===== config.mk =====
export PLATFORM = sky130hd
export DESIGN_NAME = move_stream_tx
export DESIGN_NICKNAME = d
export VERILOG_FILES = /design/src/rtl/move_stream_tx.sv
export SDC_FILE = /design/constraint.sdc
export NUM_CORES = 1
export LEC_CHECK = 0
export CORE_MARGIN = 2
export CORE_UTILIZATION = 55
export CTS_BUF_LIST = sky130_fd_sc_hd__clkbuf_16
export DETAILED_ROUTE_END_ITERATION = 12
export PLACE_DENSITY_LB_ADDON = 0.1
export SLEW_MARGIN = 10
export SYNTH_ARGS = -nofsm -noshare
export SYNTH_HDL_FRONTEND = slang
export SYNTH_SLANG_ARGS = --single-unit

===== constraint.sdc =====
create_clock -name clk -period 3.89 [get_ports clk]
set_input_delay 0.5835 -clock clk [delete_from_list [all_inputs] [get_ports clk]]
set_output_delay 0.5835 -clock clk [all_outputs]
set_load 0.01 [all_outputs]

===== src/rtl/move_stream_tx.sv =====
// Move buffer and framed byte-stream transmitter: header (move count), two bytes per move, trailer 0xA5.
// Define MOVE_STREAM_CHECKSUM_EN to insert an XOR checksum byte before the trailer.
module move_stream_tx #(
   parameter int DEPTH = 64,
   parameter int CNT_W = 7
) (
   input  logic             clk,
   input  logic             reset_n,
   input  logic             init,
   input  logic             gen,
   input  logic             mv_valid,
   input  logic [15:0]      mv_word,
   output logic             mv_ready,
   output logic [7:0]       tx_data,
   output logic             tx_valid,
   input  logic             tx_ready,
   output logic             busy,
   output logic             overflow,
   output logic [CNT_W-1:0] count
);

   localparam int AW = $clog2(DEPTH);

   typedef enum logic [2:0] {
      IDLE, HDR, MV_HI, MV_LO, TRL
`ifdef MOVE_STREAM_CHECKSUM_EN
      , CSUM
`endif
   } state_t;

   state_t           state_reg, state_next;
   logic [AW-1:0]    wr_ptr_reg, wr_ptr_next;
   logic [AW-1:0]    rd_ptr_reg, rd_ptr_next;
   logic [CNT_W-1:0] count_reg, count_next;
   logic [CNT_W-1:0] sent_reg, sent_next;
   logic [7:0]       tx_data_reg, tx_data_next;
   logic             tx_valid_reg, tx_valid_next;
   logic             busy_reg, busy_next;
   logic             overflow_reg, overflow_next;
   logic             gen_q_reg;
`ifdef MOVE_STREAM_CHECKSUM_EN
   logic [7:0]       csum_reg, csum_next;
`endif

   logic [15:0]      mem [DEPTH];
   logic [15:0]      rd_word, rd_word_nx;
   logic [AW-1:0]    rd_ptr_inc;
   logic [CNT_W-1:0] sent_inc, cnt_new;
   logic             hs, wr_en, full, start;
   state_t           tail_state;
   logic [7:0]       tail_data;

   assign hs         = tx_valid_reg & tx_ready;
   assign full       = (count_reg == CNT_W'(DEPTH));
   assign mv_ready   = reset_n & (state_reg == IDLE) & ~full & ~init;
   assign wr_en      = mv_valid & mv_ready;
   assign start      = gen & ~gen_q_reg & (state_reg == IDLE);
   assign rd_ptr_inc = rd_ptr_reg + AW'(1);
   assign sent_inc   = sent_reg + CNT_W'(1);
   assign cnt_new    = wr_en ? count_reg + CNT_W'(1) : count_reg;
   assign rd_word    = mem[rd_ptr_reg];
   assign rd_word_nx = mem[rd_ptr_inc];

   // State and byte that follow the last move byte (or the header of an empty frame).
`ifdef MOVE_STREAM_CHECKSUM_EN
   assign tail_state = CSUM;
   assign tail_data  = csum_reg ^ tx_data_reg;
`else
   assign tail_state = TRL;
   assign tail_data  = 8'hA5;
`endif

   always_ff @(posedge clk) begin
      if (wr_en)
         mem[wr_ptr_reg] <= mv_word;
   end

   always_comb begin
      state_next    = state_reg;
      wr_ptr_next   = wr_ptr_reg;
      rd_ptr_next   = rd_ptr_reg;
      count_next    = count_reg;
      sent_next     = sent_reg;
      tx_data_next  = tx_data_reg;
      tx_valid_next = tx_valid_reg;
      overflow_next = overflow_reg;
`ifdef MOVE_STREAM_CHECKSUM_EN
      csum_next     = csum_reg;
      if (hs)
         csum_next = csum_reg ^ tx_data_reg;
`endif
      if (init) begin
         state_next    = IDLE;
         wr_ptr_next   = '0;
         rd_ptr_next   = '0;
         count_next    = '0;
         sent_next     = '0;
         tx_data_next  = 8'h00;
         tx_valid_next = 1'b0;
         overflow_next = 1'b0;
`ifdef MOVE_STREAM_CHECKSUM_EN
         csum_next     = 8'h00;
`endif
      end else begin
         case (state_reg)
            IDLE: begin
               if (wr_en) begin
                  wr_ptr_next = wr_ptr_reg + AW'(1);
                  count_next  = cnt_new;
               end
               if (mv_valid && full)
                  overflow_next = 1'b1;
               if (start) begin
                  state_next    = HDR;
                  tx_valid_next = 1'b1;
                  tx_data_next  = 8'(cnt_new);
                  sent_next     = '0;
`ifdef MOVE_STREAM_CHECKSUM_EN
                  csum_next     = 8'h00;
`endif
               end
            end
            HDR: if (hs) begin
               if (count_reg != '0) begin
                  state_next   = MV_HI;
                  tx_data_next = rd_word[15:8];
               end else begin
                  state_next   = tail_state;
                  tx_data_next = tail_data;
               end
            end
            MV_HI: if (hs) begin
               state_next   = MV_LO;
               tx_data_next = rd_word[7:0];
            end
            MV_LO: if (hs) begin
               rd_ptr_next = rd_ptr_inc;
               sent_next   = sent_inc;
               if (sent_inc < count_reg) begin
                  state_next   = MV_HI;
                  tx_data_next = rd_word_nx[15:8];
               end else begin
                  state_next   = tail_state;
                  tx_data_next = tail_data;
               end
            end
`ifdef MOVE_STREAM_CHECKSUM_EN
            CSUM: if (hs) begin
               state_next   = TRL;
               tx_data_next = 8'hA5;
            end
`endif
            TRL: if (hs) begin
               state_next    = IDLE;
               tx_valid_next = 1'b0;
               tx_data_next  = 8'h00;
               wr_ptr_next   = '0;
               rd_ptr_next   = '0;
               count_next    = '0;
               sent_next     = '0;
            end
            default: state_next = IDLE;
         endcase
      end
      busy_next = (state_next != IDLE);
   end

   always_ff @(posedge clk or negedge reset_n) begin
      if (!reset_n) begin
         state_reg    <= IDLE;
         wr_ptr_reg   <= '0;
         rd_ptr_reg   <= '0;
         count_reg    <= '0;
         sent_reg     <= '0;
         tx_data_reg  <= 8'h00;
         tx_valid_reg <= 1'b0;
         busy_reg     <= 1'b0;
         overflow_reg <= 1'b0;
         gen_q_reg    <= 1'b0;
`ifdef MOVE_STREAM_CHECKSUM_EN
         csum_reg     <= 8'h00;
`endif
      end else begin
         state_reg    <= state_next;
         wr_ptr_reg   <= wr_ptr_next;
         rd_ptr_reg   <= rd_ptr_next;
         count_reg    <= count_next;
         sent_reg     <= sent_next;
         tx_data_reg  <= tx_data_next;
         tx_valid_reg <= tx_valid_next;
         busy_reg     <= busy_next;
         overflow_reg <= overflow_next;
         gen_q_reg    <= gen;
`ifdef MOVE_STREAM_CHECKSUM_EN
         csum_reg     <= csum_next;
`endif
      end
   end

   assign tx_data  = tx_data_reg;
   assign tx_valid = tx_valid_reg;
   assign busy     = busy_reg;
   assign overflow = overflow_reg;
   assign count    = count_reg;

endmodule


==> run summary, run 1 <==
• **status** complete, no violations
• **CP max-delay cell** sky130_fd_sc_hd__a2111oi_1
• **total CTS buffers** 109
• **average wire per standard cell** 35.2 µm
• **final instance count without filler cells** 3,698
• **largest net degree at the start of global routing** 65
• **largest family of logic cells by synthesized area** multiplexers
• **capture instance of the worst register-to-register path** tx_data[1]
• **number of hold violations in the final report** 0
• **total buffers and inverters traversed by the critical path** 1
• **final worst-path setup slack** 294 ps
• **largest fanout on the critical path** 35
• **weighted congestion reported at the end of routability-driven placement** 0.941
• **R2R setup slack** 290 ps
• **Setup Fix Bufs, Post-CTS** 0
• **global-route total usage across every layer** 30.8%
• **initial antenna violation count** 6
• **Die ar.** 86,300 µm²
• **simple-gate share of the synthesized area** 3.05%
• **detail-routed via count per cell** 6.95
• **number of sinks on the clock net** 1,065
• **highest ir drop seen on vdd** 0.000396 V
• **total wire length after detailed routing** 130 mm
• **top cells by area in the synthesized netlist** sky130_fd_sc_hd__edfxtp_1 67%, sky130_fd_sc_hd__mux4_2 18%, sky130_fd_sc_hd__dfrtp_1 2.2%, sky130_fd_sc_hd__mux2i_1 2.2%, sky130_fd_sc_hd__nor2_1 0.97%
• **Max Root-Sink Buffers** 3
• **post-CTS clock slew at the launch and capture registers of the worst setup and hold paths** 70 ps
• **source-to-sink clock delay at the later pin of the worst-skew pair** 680 ps
• **unrepaired setup endpoints after global routing** false
• **cell count of the worst reg-to-reg path** 9
• **horizontal die dimension** 294 µm
• **net count after synthesis** 2,380
• **distinct cell type count of the synthesized netlist** 66
• **via count of the first global-routing pass** 25,300
• **clock skew after layout** 26.6 ps
• **first-pass GRT wire length** 187 mm
• **mapped cell area** 46,200 µm²
• **top cell family by delay on the critical path** compound AO/OA/AOI/OAI gates
• **Synth top area share** 66.6%
• **Clock Root Buffer** sky130_fd_sc_hd__clkbuf_16
• **leakage power figure** 0.0161 µW
• **count of placed standard cells including taps** 3,497
• **I/O pins** 41
• **synth warn** 0
• **Min Clock Period, post-route** 3600 ps
• **final-report max-slew violation count** 0
• **remaining routing DRC violations** 0
• **cell count along the critical path** 9
• **final hold slack** 27.0 ps
• **chain of cells forming the critical path** ha_4 -> buf_12 -> mux4_2 -> nor2b_1 -> a2111oi_1 -> a311oi_1 -> nand3_1 -> o2111ai_1 -> a22o_1
• **total of max-cap violations** 0
• **post-route antenna net violation count** 0
• **Critical Path Start** rd_ptr_reg[1]
• **overflow left after global routing** 0
• **top library cells by usage in the layout, fill and taps aside** 1,024 x sky130_fd_sc_hd__edfxtp_1, 362 x sky130_fd_sc_hd__mux4_2, 171 x sky130_fd_sc_hd__buf_4, 112 x sky130_fd_sc_hd__clkbuf_16, 100 x sky130_fd_sc_hd__mux2i_1
• **startpoint kind of the worst setup timing path** flop
• **Final Cycle Share** 92.4%
• **Synth Area in XOR/XNOR** 0.415%
• **Crit Path Class** reg2reg
• **most common cell after layout, fill and taps aside** sky130_fd_sc_hd__edfxtp_1
• **Adder-Cell Fraction of Synth Area** 0.298%
• **count of state elements after synthesis** 1,065
• **share of post-route cells with drive strength above 1** 31.2%
• **PortBufs** 40
• **normalized max-slew margin** 18.4%
• **number of cell rows** 106
• **capture point of the critical path** tx_data[1]
• **Worst Max-Slew Pin Slew** 1220 ps
• **vias after detailed routing** 25,700
• **Setup WS pre-CTS** 291 ps
• **Total Nets Final** 2,561
• **final HPWL from detailed placement** 83.2 mm
• **Die H** 294 µm
• **number of enable flip-flop cells after synthesis** 1,024
• **Resize count post-CTS** 0
• **Post-CTS Hold Buffers** 0
• **f_max** 278 MHz
• **Total Neg Setup Slack** 0 ps
• **Hold Path Class** in2async
• **average size of a mapped cell** 19.7 µm²
• **final setup violation count** 0
• **most used flip-flop cell after synthesis** sky130_fd_sc_hd__edfxtp_1
• **Compound-Gate Fraction of Synth Area** 4.51%
• **share of async-settable or async-resettable flops after synthesis** 3.85%
• **detailed-router iteration count before antenna repair** 6
• **flip-flop count of the largest register after layout** 1,024
• **clock tree from TritonCTS** done
• **synthesized instance count** 2,347
• **Reg-to-Reg Start** rd_ptr_reg[1]
• **CORE AREA** 83,400 µm²
• **mux cell area share after synthesis** 20.5%
• **power density over cell area** 450 nW/µm²
• **number of H-tree levels** 3
• **capturing element type of the critical path** flop
• **area added between synthesis and finish** 13.3%
• **Required @ worst endpoint** 4460 ps
• **sequential cell area fraction in the yosys report** 68.8%
• **top cell type by total area after synthesis** sky130_fd_sc_hd__edfxtp_1
• **initial core utilization** 55.3%
• **highest cell delay on the worst timing path** 930 ps
• **iteration-0 DRC count of the detailed router** 3,287
• **fin util** 62.7%
• **Arrival @ worst endpoint** 4170 ps
## cell type report
| cell class | instances | area (µm²) |
|---|---|---|
| clock buffer | 112 | 2800 |
| tap | 1080 | 1350 |
| antenna | 2 | 5.00 |
| sequential | 1065 | 31800 |
| fill | 5741 | 31100 |
| timing repair buffer | 229 | 2000 |
| inverter | 10 | 37.5 |
| clock inverter | 87 | 785 |
| multi-input combinational | 1113 | 13500 |
## routing by layer
metal	vias up	part of all wire, %	GRT usage [%]
met2	1364	48	48.3
li1	10300	-	-
met5	-	0.023	0
met3	199	9.2	5.40
met1	13800	40	45.0
met4	4	3.1	9.49
## through the flow
step | power, µW | cell area [µm²]
6_report | 23500 | 52300
5_1_grt | 24100 | 52300
4_1_cts | 23600 | 52300
3_5_place_dp | 13300 | 48700
3_3_place_gp | 13200 | 48700
2_1_floorplan | 12900 | 46200
## cells in the mapped netlist, drive strengths merged (6+ instances only)
library cell,instances
a211oi,14
mux4,373
a22o,27
nand3,30
a2111oi,10
nor2,119
o21ai,62
xnor2,15
nand2,78
dfrtp,41
edfxtp,1024
and2,9
o211ai,8
inv,10
o221ai,38
nor2b,14
buf,98
clkbuf,61
nand2b,6
a21oi,44
nor3,11
ha,11
xor2,6
a221oi,20
o22ai,30
a22oi,18
nand4,6
mux2i,100
## cells by family after synthesis
family                     after synthesis
AOI/OAI and AO/OA                      298
and+or+nand+nor                        306
adders and majority gates               11
xor gates and xnor gates                21
DFF                                   1065
muxes                                  477
buffers and inverters                  169
## report_power, final
| part | switching [µW] | internal, µW | total [µW] |
|---|---|---|---|
| registers | 16.2 | 12600 | 12600 |
| clock network | 4390 | 6120 | 10500 |
| logic | 322 | 92.5 | 415 |
## worst min path at each step
stage,from,to,slack (ps)
4_1_cts,reset_n,count[5],50
3_5_place_dp,sent_reg[6],sent_reg[6],490
3_3_place_gp,sent_reg[6],sent_reg[6],490
5_1_grt,reset_n,count[5],80
2_1_floorplan,reset_n,busy,290
6_report,reset_n,count[5],30
Power figures use the tool's default switching activity.
==> run 2, diff against run 1 <==
CELL_PAD_IN_SITES_DETAIL_PLACEMENT = 1   (was default)
CELL_PAD_IN_SITES_GLOBAL_PLACEMENT = 2   (was default)
CORE_UTILIZATION = 50   (was 55)
==> run 2 against run 1 <==
- worst hold slack improved by 5.8 ps
- die area increased by 9.9%
- cell count grew 3.0%
- non-clock buffer count up 2
- clock power hardly changed
- setup slack improved by 100 ps
- sequential share of layout area down 0.23 points
- via count grew 1.1%
- sequential power about the same
- clock-buffer cell count up 2
- largest power group unchanged
==> run summary, run 2 (same netlist as run 1, synthesis figures left out) <==
• **status** complete, no violations, unchanged
• **capturing element type of the critical path** flop, unchanged
• **final HPWL from detailed placement** 90.2 mm, was 83.2 mm
• **uppermost signal routing layer after detailed routing** met5, unchanged
• **highest cell delay on the worst timing path** 630 ps, was 930 ps
• **detail-routed via count per cell** 6.82, was 6.95
• **Crit Path Class** reg2reg, unchanged
• **total of max-cap violations** 0, unchanged
• **total wire length after detailed routing** 144 mm, was 130 mm
• **leakage power figure** 0.0162 µW, was 0.0161 µW
• **global-route total usage across every layer** 31.1%, was 30.8%
• **most common cell after layout, fill and taps aside** sky130_fd_sc_hd__edfxtp_1, unchanged
• **clock skew after layout** 24.2 ps, was 26.6 ps
• **normalized max-slew margin** 13.6%, was 18.4%
• **area added between synthesis and finish** 13.8%, was 13.3%
• **weighted congestion reported at the end of routability-driven placement** 0.905, was 0.941
• **startpoint kind of the worst setup timing path** flop, unchanged
• **Final Cycle Share** 89.7%, was 92.4%
• **overflow left after global routing** 0, unchanged
• **fin util** 57.4%, was 62.7%
• **f_max** 286 MHz, was 278 MHz
• **largest fanout on the critical path** 26, was 35
• **detailed-router iteration count before antenna repair** 5, was 6
• **iteration-0 DRC count of the detailed router** 3,171, was 3,287
• **Antenna Cells** 0, was 2
• **vias after detailed routing** 26,000, was 25,700
• **Min Clock Period, post-route** 3490 ps, was 3600 ps
• **Setup WS pre-CTS** 21.9 ps, was 291 ps
• **Die ar.** 94,800 µm², was 86,300 µm²
• **initial core utilization** 50.4%, was 55.3%
• **cell area after placement** 49,000 µm², was 48,700 µm²
• **number of hold violations in the final report** 0, unchanged
• **number of cell rows** 111, was 106
• **CORE AREA** 91,500 µm², was 83,400 µm²
• **post-route antenna net violation count** 0, unchanged
• **I/O pins** 41, unchanged
• **routed length on met1** 56.5 mm, was 52.2 mm
• **number of H-tree levels** 3, unchanged
• **top library cells by usage in the layout, fill and taps aside** 1,024 x sky130_fd_sc_hd__edfxtp_1, 362 x sky130_fd_sc_hd__mux4_2, 168 x sky130_fd_sc_hd__buf_4, 114 x sky130_fd_sc_hd__clkbuf_16, 100 x sky130_fd_sc_hd__mux2i_1, was 1,024 x sky130_fd_sc_hd__edfxtp_1, 362 x sky130_fd_sc_hd__mux4_2, 171 x sky130_fd_sc_hd__buf_4, 112 x sky130_fd_sc_hd__clkbuf_16, 100 x sky130_fd_sc_hd__mux2i_1
• **chain of cells forming the critical path** ha_4 -> buf_12 -> mux4_2 -> mux4_2 -> nor2b_1 -> a211oi_1 -> a21oi_1 -> o21ai_1 -> nand3_1, was ha_4 -> buf_12 -> mux4_2 -> nor2b_1 -> a2111oi_1 -> a311oi_1 -> nand3_1 -> o2111ai_1 -> a22o_1
• **final worst-path setup slack** 399 ps, was 294 ps
• **highest ir drop seen on vdd** 0.000440 V, was 0.000396 V
• **post-CTS clock slew at the launch and capture registers of the worst setup and hold paths** 70 ps, about the same
• **flip-flop count of the largest register after layout** 1,024, unchanged
• **source-to-sink clock delay at the later pin of the worst-skew pair** 700 ps, was 680 ps
• **Hold Path Class** in2async, unchanged
• **average wire per standard cell** 37.8 µm, was 35.2 µm
• **Die H** 308 µm, was 294 µm
• **Worst Max-Slew Pin Slew** 1300 ps, was 1220 ps
• **remaining routing DRC violations** 0, unchanged
• **final setup violation count** 0, unchanged
• **horizontal die dimension** 308 µm, was 294 µm
• **Max Root-Sink Buffers** 3, unchanged
• **final hold slack** 32.8 ps, was 27.0 ps
• **initial antenna violation count** 6, unchanged
• **Clock Root Buffer** sky130_fd_sc_hd__clkbuf_16, unchanged
• **Total Nets Final** 2,563, was 2,561
• **unrepaired setup endpoints after global routing** false, unchanged
• **most repeated library cell on the critical path** sky130_fd_sc_hd__mux4_2
• **clock tree from TritonCTS** done, unchanged
• **Arrival @ worst endpoint** 4070 ps, was 4170 ps
• **via count of the first global-routing pass** 27,000, was 25,300
• **detailed-routed wire length on met3** 12.2 mm, was 12.0 mm
• **post-layout instance area** 52,500 µm², was 52,300 µm²
• **largest net degree at the start of global routing** 98, was 65
• **PortBufs** 40, unchanged
• **number of sinks on the clock net** 1,065, unchanged
• **cell count of the worst reg-to-reg path** 9, unchanged
• **share of post-route cells with drive strength above 1** 31.2%, about the same
• **Post-CTS Hold Buffers** 0, unchanged
• **Required @ worst endpoint** 4470 ps, was 4460 ps
• **first-pass GRT wire length** 205 mm, was 187 mm
• **power density over cell area** 445 nW/µm², was 450 nW/µm²
• **routed length on met2** 69.8 mm, was 62.1 mm
• **total CTS buffers** 109, unchanged
• **final-report max-slew violation count** 0, unchanged
• **CP max-delay cell** sky130_fd_sc_hd__ha_4, was sky130_fd_sc_hd__a2111oi_1
• **Total Neg Setup Slack** 0 ps, unchanged
-- run 2: final cells by class --
cell class	count	area (µm²)
tap	1186	1480
fill	7828	39000
clock buffer	114	2850
sequential	1065	31800
multi-input combinational	1113	13600
timing repair buffer	231	2110
inverter	10	37.5
clock inverter	91	686
-- run 2: repair_timing --
item / CTS / global route
gates resized for setup: 1 / 1
cloned: 0 / 0
setup endpoints to repair: 1 / 1
setup buffers: 0 / 0
-- run 2: metrics by stage --
step | instances | power [µW]
after floorplan | 2347 | 12900
after global placement | 3605 | 13200
after detailed placement | 3605 | 13300
after CTS | 3810 | 23500
after global routing | 3810 | 24000
final | 3810 | 23400
-- run 2: layer usage --
metal / vias to the layer above / global-route usage (%)
met3: 246 / 7.05
met2: 1240 / 49.9
met1: 14200 / 42.6
li1: 10300 / -
met4: 4 / 10.4
met5: - / 0
-- run 2: worst paths after layout --
check	startpoint	to	slack (ps)
worst max-delay path	rd_ptr_reg[0]	tx_data[0]	400
worst min register to register	sent_reg[6]	sent_reg[6]	500
min in group clk	mv_word[15]	mem[17][15]	380
max in group asynchronous	reset_n	rd_ptr_reg[1]	3340
worst max register to register	rd_ptr_reg[0]	tx_data[0]	400
worst min-delay path	reset_n	count[5]	30
-- run 2: worst max-delay path: cells and delay by family, from the launching register on --
kind / cells / cell delay [ps]
buffers and inverters: 1 / 270
adders and majority gates: 1 / 630
and+or+nand+nor: 2 / 220
DFF: 1 / 570
muxes: 2 / 810
AOI/OAI and AO/OA: 3 / 810
-- run 2: report_power, final --
group / internal [µW] / switching (µW) / total [µW] / leakage (µW)
sequential: 12600 / 19.6 / 12600 / 0.00976
clock: 5940 / 4420 / 10400 / 0.00186
combinational: 89.8 / 335 / 424 / 0.00460
==> run 3, diff against run 2 <==
SKIP_LAST_GASP = 1   (was default)
clock period = 3.5 ns   (was 3.89 ns; I/O delays follow)
==> run 3 against run 2 <==
- fmax down 3.7%
- clock power increased by 13%
- register-to-register slack got worse by 520 ps
- die area did not move
- largest power group unchanged
- critical endpoint is now tx_data[4]
- non-clock buffer count up 29
- clock skew grew 1.1 ps
- highest routed layer unchanged
- the run now ends with setup timing left
==> run summary, run 3 (same netlist as run 1, synthesis figures left out) <==
• **CP max-delay cell** sky130_fd_sc_hd__nor4_2, was sky130_fd_sc_hd__ha_4
• **average wire per standard cell** 37.2 µm, was 37.8 µm
• **R2R setup slack** -120 ps, was 400 ps
• **Final Cycle Share** 104%, was 89.7%
• **status** finished, violations left, was complete, no violations
• **CORE AREA** 91,500 µm², unchanged
• **area added between synthesis and finish** 14.1%, was 13.8%
• **power density over cell area** 497 nW/µm², was 445 nW/µm²
• **capture point of the critical path** tx_data[4], was tx_data[0]
• **first-pass GRT wire length** 204 mm, was 205 mm
• **total of max-cap violations** 0, unchanged
• **Die ar.** 94,800 µm², unchanged
• **chain of cells forming the critical path** buf_12 -> nand2b_2 -> buf_4 -> o221ai_1 -> o22ai_1 -> a2111oi_0 -> buf_4 -> nor4_2 -> a41oi_1, was ha_4 -> buf_12 -> mux4_2 -> mux4_2 -> nor2b_1 -> a211oi_1 -> a21oi_1 -> o21ai_1 -> nand3_1
• **highest ir drop seen on vdd** 0.000425 V, was 0.000440 V
• **capturing element type of the critical path** flop, unchanged
• **clock skew after layout** 25.3 ps, was 24.2 ps
• **most repeated library cell on the critical path** sky130_fd_sc_hd__buf_4, was sky130_fd_sc_hd__mux4_2
• **final worst-path setup slack** -125 ps, was 399 ps
• **share of post-route cells with drive strength above 1** 32.0%, was 31.2%
• **initial antenna violation count** 5, was 6
• **Clock Root Buffer** sky130_fd_sc_hd__clkbuf_16, unchanged
• **filler cell count** 7,838, was 7,828
• **most common cell after layout, fill and taps aside** sky130_fd_sc_hd__edfxtp_1, unchanged
• **post-CTS clock slew at the launch and capture registers of the worst setup and hold paths** 60 ps, was 70 ps
• **final setup violation count** 1, was 0
• **count of placed standard cells including taps** 3,633, was 3,605
• **total buffers and inverters traversed by the critical path** 3, was 1
• **Arrival @ worst endpoint** 4150 ps, was 4070 ps
• **cell area after placement** 49,100 µm², was 49,000 µm²
• **Reg-to-Reg Start** rd_ptr_reg[1], was rd_ptr_reg[0]
• **remaining routing DRC violations** 0, unchanged
• **Min Clock Period, post-route** 3620 ps, was 3490 ps
• **Reg area** 31,800 µm², unchanged
• **vias after detailed routing** 26,100, was 26,000
• **I/O pins** 41, unchanged
• **weighted congestion reported at the end of routability-driven placement** 0.936, was 0.905
• **highest cell delay on the worst timing path** 600 ps, was 630 ps
• **Required @ worst endpoint** 4020 ps, was 4470 ps
• **number of hold violations in the final report** 0, unchanged
• **cell count of the worst reg-to-reg path** 9, unchanged
• **global-route total usage across every layer** 30.7%, was 31.1%
• **via count of the first global-routing pass** 27,100, was 27,000
• **Hold Path Class** in2reg, was in2async
• **iteration-0 DRC count of the detailed router** 3,062, was 3,171
• **unrepaired setup endpoints after global routing** true, was false
• **violated checks** setup timing
• **source of the worst hold timing path** gen
• **detailed-router iteration count before antenna repair** 5, unchanged
• **leakage power figure** 0.0163 µW, was 0.0162 µW
• **final hold slack** 341 ps, was 32.8 ps
• **total wire length after detailed routing** 143 mm, was 144 mm
• **capture instance of the worst register-to-register path** tx_data[4], was tx_data[0]
• **total CTS buffers** 109, unchanged
• **Total Nets Final** 2,592, was 2,563
• **f_max** 276 MHz, was 286 MHz
• **post-layout instance area** 52,700 µm², was 52,500 µm²
• **post-route antenna net violation count** 0, unchanged
• **PortBufs** 40, unchanged
• **detail-routed via count per cell** 6.80, was 6.82
• **final HPWL from detailed placement** 90.6 mm, was 90.2 mm
• **largest fanout on the critical path** 47, was 26
• **Setup WS pre-CTS** -266 ps, was 21.9 ps
• **initial core utilization** 50.4%, unchanged
• **normalized max-slew margin** 13.2%, was 13.6%
• **Worst Max-Slew Pin Slew** 1300 ps, about the same
• **source-to-sink clock delay at the later pin of the worst-skew pair** 700 ps, about the same
• **top cell family by delay on the critical path** buffers and inverters, was multiplexers
• **area of the multi-input gates** 13,600 µm², about the same
• **number of H-tree levels** 3, unchanged
• **largest net degree at the start of global routing** 70, was 98
• **number of cell rows** 111, unchanged
• **Die H** 308 µm, unchanged
• **startpoint kind of the worst setup timing path** flop, unchanged
• **final-report max-slew violation count** 0, unchanged
• **cell count along the critical path** 9, unchanged
• **clock tree from TritonCTS** done, unchanged
• **flip-flop count of the largest register after layout** 1,024, unchanged
• **horizontal die dimension** 308 µm, unchanged
• **Critical Path Start** rd_ptr_reg[1], was rd_ptr_reg[0]
• **final instance count without filler cells** 3,838, was 3,810
• **number of sinks on the clock net** 1,065, unchanged
• **Crit Path Class** reg2reg, unchanged
• **overflow left after global routing** 0, unchanged
• **top library cells by usage in the layout, fill and taps aside** 1,024 x sky130_fd_sc_hd__edfxtp_1, 362 x sky130_fd_sc_hd__mux4_2, 202 x sky130_fd_sc_hd__buf_4, 111 x sky130_fd_sc_hd__clkbuf_16, 100 x sky130_fd_sc_hd__mux2i_1, was 1,024 x sky130_fd_sc_hd__edfxtp_1, 362 x sky130_fd_sc_hd__mux4_2, 168 x sky130_fd_sc_hd__buf_4, 114 x sky130_fd_sc_hd__clkbuf_16, 100 x sky130_fd_sc_hd__mux2i_1
• **Max Root-Sink Buffers** 3, unchanged
## run 3: cell count changes in the layout (fill, tap and decap cells not counted), sizes merged, moves of 2 or more
cell,delta
inv,-13
diode,+2
buf,+28
bufinv,+4
clkbuf,-3
clkinv,+5
clkinvlp,+4
## run 3: cell type report
class,instances,share of cell area (%)
Clock buffer,111,5.27
Sequential cell,1065,60.3
Clock inverter,91,1.50
Inverter,10,0.0712
Tap cell,1186,2.82
Multi-Input combinational cell,1113,25.8
Timing Repair Buffer,260,4.24
Antenna cell,2,0.00950
## run 3: per-layer routing
layer | global-route usage, % | share of wire, % | vias up
met5 | 0 | 0.016 | -
met4 | 10.5 | 3.6 | 4
met3 | 5.28 | 8.0 | 262
met2 | 48.7 | 48 | 1259
met1 | 43.4 | 41 | 14200
li1 | - | - | 10400
## run 3: power breakdown
part           total, µW  internal, µW  switching, µW
clock              11700          6750           4950
sequential         14000         14000           20.6
combinational        482           103            379
total              26200         20800           5350
## run 3: worst min-delay path by stage
| stage | slack [ps] | endpoint | cells past startpoint |
|---|---|---|---|
| final | 340 | gen_q_reg | 1 |
| after CTS | 300 | gen_q_reg | 1 |
| after floorplan | 230 | busy | 0 |
| after global placement | 480 | sent_reg[6] | 2 |
| after detailed placement | 490 | sent_reg[6] | 2 |
| after global routing | 330 | gen_q_reg | 1 |
## run 3: metrics by stage
step                util, %  TNS, ps  power, µW
global route           57.6     -121      26800
finish                 57.6     -125      26200
floorplan                 -        0      14400
detailed placement     53.6     -266      14800
global placement       53.6     -252      14700
CTS                    57.5    -1.82      26400
## run 3: repair_timing
action | in CTS | in global routing
setup buffers | 0 | 0
hold endpoints to repair | 17 | 0
hold buffers | 1 | 0
gates resized for setup | 2 | 8
endpoints found under the setup margin | 2 | 5
